File: src/rtl/banana_tracker.sv
// Per-level banana collection mask, running count and timed bonus window.
// Optional BANANA_DEBOUNCE_EN requires each collide bit high for two cycles.
module banana_tracker #(
  parameter int NUM_BANANAS  = 5,
  parameter int CNT_W        = 3,
  parameter int BONUS_CYCLES = 60
) (
  input  logic                   Clk,
  input  logic                   Reset,
  input  logic                   level_restart,
  input  logic [NUM_BANANAS-1:0] collide,
  output logic [NUM_BANANAS-1:0] banana_mask,
  output logic [CNT_W-1:0]       count,
  output logic                   collect_pulse,
  output logic                   all_collected,
  output logic                   bonus_active
);

  localparam int BW =
    (BONUS_CYCLES > 1) ? $clog2(BONUS_CYCLES) : 1;

  localparam logic [NUM_BANANAS-1:0] ALL =
    {NUM_BANANAS{1'b1}};

  typedef enum logic [1:0] {
    PLAY,
    COMPLETE,
    DONE
  } state_t;

  state_t                 state;
  logic [NUM_BANANAS-1:0] collide_q;
  logic [NUM_BANANAS-1:0] nw;
  logic [NUM_BANANAS-1:0] nxt_mask;
  logic [CNT_W-1:0]       pc;
  logic [BW-1:0]          bonus_cnt;

`ifdef BANANA_DEBOUNCE_EN
  logic [NUM_BANANAS-1:0] collide_qq;

  // Event needs two consecutive high samples after a low one.
  always_comb begin
    nw = collide & collide_q & ~collide_qq & ~banana_mask;
  end
`else
  // Event on a single-cycle rising edge of an uncollected banana.
  always_comb begin
    nw = collide & ~collide_q & ~banana_mask;
  end
`endif

  // Number of bananas gained this cycle and the resulting mask.
  always_comb begin
    pc = '0;
    for (int i = 0; i < NUM_BANANAS; i++) begin
      pc = pc + CNT_W'(nw[i]);
    end
    nxt_mask = banana_mask | nw;
  end

  // Level state machine with registered outputs.
  always_ff @(posedge Clk) begin
    if (Reset || level_restart) begin
      state         <= PLAY;
      collide_q     <= '0;
`ifdef BANANA_DEBOUNCE_EN
      collide_qq    <= '0;
`endif
      banana_mask   <= '0;
      count         <= '0;
      collect_pulse <= 1'b0;
      all_collected <= 1'b0;
      bonus_active  <= 1'b0;
      bonus_cnt     <= '0;
    end else begin
      collide_q     <= collide;
`ifdef BANANA_DEBOUNCE_EN
      collide_qq    <= collide_q;
`endif
      collect_pulse <= 1'b0;
      unique case (state)
        PLAY: begin
          if (|nw) begin
            banana_mask   <= nxt_mask;
            count         <= count + pc;
            collect_pulse <= 1'b1;
            if (nxt_mask == ALL) begin
              state         <= COMPLETE;
              all_collected <= 1'b1;
              bonus_active  <= 1'b1;
              bonus_cnt     <= BW'(BONUS_CYCLES - 1);
            end
          end
        end
        COMPLETE: begin
          if (bonus_cnt == '0) begin
            state        <= DONE;
            bonus_active <= 1'b0;
          end else begin
            bonus_cnt <= bonus_cnt - BW'(1);
          end
        end
        DONE: begin
          all_collected <= 1'b1;
          bonus_active  <= 1'b0;
        end
        default: begin
          state <= PLAY;
        end
      endcase
    end
  end

endmodule

File: config.mk
export PLATFORM = sky130hd
export DESIGN_NAME = banana_tracker
export DESIGN_NICKNAME = d
export VERILOG_FILES = /design/src/rtl/banana_tracker.sv
export SDC_FILE = /design/constraint.sdc
export NUM_CORES = 1
export LEC_CHECK = 0
export ABC_AREA = 0
export CORE_ASPECT_RATIO = 1.25
export CORE_MARGIN = 3
export CORE_UTILIZATION = 45
export CTS_CLUSTER_DIAMETER = 120
export DETAILED_ROUTE_END_ITERATION = 8
export HOLD_SLACK_MARGIN = 0.06
export MAX_ROUTING_LAYER = met4
export PLACE_DENSITY = 0.71
export SYNTH_ARGS = -nofsm -noshare
export SYNTH_HDL_FRONTEND = slang
export SYNTH_SLANG_ARGS = --single-unit
export TNS_END_PERCENT = 30
File: constraint.sdc
create_clock -name Clk -period 3.2 [get_ports Clk]
set_input_delay 0.64 -clock Clk [delete_from_list [all_inputs] [get_ports Clk]]
set_output_delay 0.64 -clock Clk [all_outputs]
set_load 0.05 [all_outputs]
======== Word level (Yosys, flattened, before mapping) ========
Index checks and enable logic that the tools add are counted.
operators by class
  magnitude comparators ................... 0
  reductions and logical operators ........ 13
  shifts and indexed selects .............. 0
  mux-type cells .......................... 14
  multipliers ............................. 0
  eq/ne operators ......................... 7
  bitwise logic cells ..................... 7
  add/sub/neg operators ................... 6
  div/mod/pow operators ................... 0
operators by type and width
  operator                                                                number
  6-bit 2-to-1 mux                                                        3
  6-bit case mux with 2 select lines                                      1
  4-bit AND reduction                                                     3
  5-bit bitwise AND                                                       2
  5-bit inverter                                                          2
  2-bit != test (second input constant)                                   4
  3-bit by 1-bit adder with 3-bit output                                  2
  6-bit zero test                                                         1
  2-bit 2-to-1 mux                                                        3
  2-bit case mux with 3 select lines                                      1
  6-bit by 1-bit subtractor with 6-bit output (second input constant)     1
  5-bit equality test (second input constant)                             1
  5-bit OR                                                                1
  5-bit OR reduction                                                      1
  1-bit 2-to-1 mux                                                        4
  2-bit nonzero test                                                      2
  2-bit by 1-bit adder with 3-bit output                                  1
  3-bit adder                                                             1
  1-bit case mux with 3 select lines                                      1
  3-bit AND reduction                                                     1
  3-bit nonzero test                                                      1
  1-bit by 1-bit adder with 2-bit output                                  1
  2-bit by 1-bit equality test with 1-bit output (second input constant)  1
  2-bit equality test (second input constant)                             1
  6 further kinds                                                         7
word-level totals
  output and inout port bits .............. 11
  bits in writable memories ............... 0
  memory bits (read-only) ................. 0
  memories ................................ 0
  latch bits .............................. 0
  register bits ........................... 24

======== Depth between registers and ports, before layout ========
  word-level depth ........................ 8
  depth in mapped cells ................... 11
  gate-level depth less buffers ........... 11

======== Worst setup path before layout ========
Ideal clock, no wire load.
  kind .................................... in2reg
  start point ............................. input collide[0]
  end point ............................... register count[2]
  data arrival time ....................... 3.089 ns
  stages .................................. 10
  slack ................................... -0.017 ns
  path through ............................ or3b_4 -> fa_1 -> fa_1 -> inv_1 -> ha_1 -> fa_1 -> xor2_1 -> o211ai_1 -> xor2_1 -> nor2_1
between the ends
  word-level cells in the longest chain between the ends .. 7
ends and longest elaborated chain
  what                                                 RTL line  RTL
  start: declaration                                   11        input logic [NUM_BANANAS-1:0] collide,
  5-bit bitwise AND * (2 in a row)                     48        nw = collide & ~collide_q & ~banana_mask;
  1-bit by 1-bit adder with 2-bit output               56        pc = pc + CNT_W'(nw[i]);
  2-bit by 1-bit adder with 3-bit output               56
  3-bit by 1-bit adder with 3-bit output (2 in a row)  56
  3-bit adder                                          85        count <= count + pc;
  end signal: assignment                               85
  end: declaration                                     13        output logic [CNT_W-1:0] count,
Every way passes the cells marked *; elsewhere a longest branch is shown, timed or not.
A chain may end at the register's enable or synchronous reset.

======== Worst setup path in the final report ========
Ends and elaborated chain as after synthesis.

==> results.cfg <==
[placement]
dp_slack_ps = -566
place_inst = 200
portBuffers = 18
place_congestion = 0.866
place_hpwl_mm = 2.18

[timing]
setup_slack_ps = 109
period_share_pct = 96.6
holdWs_ps = 487
rsz0062_at_grt = no
tightest_slew_ps = 827
period_needed_ps = 3090
hold_viol_final = 0
slew_headroom_pct = 44.7
slew_violations = 0
fmax_mhz = 324
fin_skew_ps = 9.45
setup-violations-final = 0

[final_layout]
n_antenna_cell = 0
fillCellCount = 251
instances_no_fill = 204
synthToLayoutAreaGrowth_pct = 21.9
register_area_um2 = 480
multiInputGateArea_um2 = 773
drive_above_1_share_pct = 12.4
layout_commonest_cell = dfxtp_1
final_nets = 190
final_cell_mix = dfxtp_1, clkdlybuf4s50_1, inv_1

[setup_path]
r2r_end = count[2]
cp-endpoint = count[2]
path_class = in2reg
arrival_ps = 3300
reg2reg_depth = 10
worst_setup_path_end_kind = flop
crit_path_start = collide[0]
r2r_slack_ps = 280
cp-start-kind = primary input
cp_max_fo = 2
worstPathRequired_ps = 3410
reg2reg_from = banana_mask[0]

[detailed_routing]
wl_per_cell_um = 14.0
drc = 0
drtIter0Drc = 23
ant_nets = 0
num_vias = 1082
wl_mm = 2.85
drt-pass1-iter-count = 4
vias_per_cell = 5.30

[clock_tree]
cts_setup_buffers = 0
path_clk_slew_ps = 130
cts_root_buf = clkbuf_4
hold_buffers = 0
htree_levels = 1
clockBufferDepth = 2
worst_skew_pair.late_latency_ps = 310
post_cts_resized = 3
cts_buffers = 3
cts_tree = yes
clock-sinks = 24

[global_route]
grt_max_degree = 15
grt_pass1_wl_mm = 4.75
grt_overflow = 0
grt_antenna_before_repair = 0
grt_pass1_vias = 1057
grt_usage_pct = 18.0

[logic_synthesis]
synthArstFlopShare_pct = 0
yosysWarnings = 0
mappedNetlistArea_um2 = 1320
syn_inst = 146
ys_types = 40
ys_dominant_reg_cell = dfxtp_1
synth.net_count = 165
synth_edf_count = 0
syn_avg_cell_area_um2 = 9.02
yosysSeqAreaShare_pct = 36.5
ys_ff_latch = 24

[power]
peakVddDrop_mv = 0.308
power_density_nw_per_um2 = 425
p_leak_nw = 0.655

[die]
core_um2 = 2730
dieArea_um2 = 3610
rows = 21
die_x_um = 54.4
start_util_pct = 48.2
die_height_um = 66.5
ios = 19

[status]
status = complete, no violations

[min_path]
hold_path_class = reg2reg

[run]
max-cap-violations = 0
## layer usage
metal  GRT usage [%]  wire, um  vias to the layer above
li1                -         -                      551
met4            5.61        38                        0
met5               -         0                        -
met3            2.01        65                        4
met1            21.7      1260                      512
met2            30.5      1490                       15
## worst min-delay path by stage
| stage | slack (ps) | cells after the start | to | start |
|---|---|---|---|---|
| finish | 490 | 1 | all_collected | all_collected |
| global route | 530 | 1 | all_collected | all_collected |
| CTS | 490 | 1 | all_collected | all_collected |
| detailed placement | 460 | 1 | all_collected | all_collected |
| global placement | 440 | 2 | bonus_active | bonus_active |
| floorplan | 470 | 2 | state[1] | state[1] |
## per-stage QoR
| step | power (mW) | TNS [ps] | cell area [um2] | util [%] |
|---|---|---|---|---|
| finish | 0.682 | 0 | 1600 | 58.7 |
| global route | 0.722 | 0 | 1600 | 58.7 |
| CTS | 0.690 | 0 | 1600 | 58.7 |
| detailed placement | 0.536 | -934 | 1570 | 57.4 |
| global placement | 0.523 | -787 | 1570 | 57.4 |
| floorplan | 0.470 | 0 | 1320 | - |
## area by class of cell
type                            count  share of cell area (%)
Sequential cell                    24                    30.0
Tap cell                           34                    2.65
Multi-Input combinational cell    104                    48.2
Clock buffer                        4                    2.26
Timing Repair Buffer               23                    13.4
Inverter                           15                    3.51
## cell usage after synthesis (2+ instances only)
library cell / count / area share (%)
or3_1: 2 / 0.95
o211ai_1: 3 / 1.7
dfxtp_1: 24 / 37
o21a_1: 3 / 1.7
nand2_1: 9 / 2.6
or3b_4: 3 / 2.6
nand2b_1: 6 / 2.9
nor2b_1: 2 / 0.95
or2_2: 2 / 0.95
nor2_1: 13 / 3.7
fa_1: 3 / 4.6
clkbuf_1: 3 / 0.86
a31oi_1: 2 / 0.95
a21oi_1: 8 / 3.0
o31ai_1: 2 / 1.1
and2_1: 5 / 2.4
inv_1: 15 / 4.3
nor3_1: 5 / 1.9
mux2i_1: 4 / 3.0
xor2_1: 2 / 1.3
ha_1: 8 / 7.6
a211oi_1: 4 / 2.3
## sequential cells by signal (all words and copies together) (netlist names)
signal / cells
bonus_active: 1
bonus_cnt: 6
all_collected: 1
collide_q: 5
count: 3
collect_pulse: 1
banana_mask: 5
state: 2
## kinds of logic (layout without fill, tap and decap cells)
family,after synthesis,after routing,share of synthesized area (%)
and+or+nand+nor,53,53,22.4
AOI/OAI and AO/OA,34,34,19.4
DFF,24,24,36.5
buffers and inverters,18,42,5.13
adders and majority gates,11,11,12.2
muxes,4,4,3.04
xor gates and xnor gates,2,2,1.33
## critical path, cell delays in order
cell and delay, ps:
dlygate4sd2_1 210, or3b_4 400, fa_1 490, fa_1 500, inv_1 40, ha_2 170
fa_2 360, xor2_1 140, o211ai_1 120, xor2_1 180, nor2_1 50
## power by group
part | total (mW) | switching (mW) | internal, mW | leakage [nW]
Combinational | 0.201 | 0.114 | 0.0871 | 0.438
Sequential | 0.325 | 0.0116 | 0.314 | 0.196
Clock | 0.156 | 0.0867 | 0.0694 | 0.0210
Total | 0.682 | 0.212 | 0.470 | 0.655
Note: power is estimated with default switching activity, not from simulation.
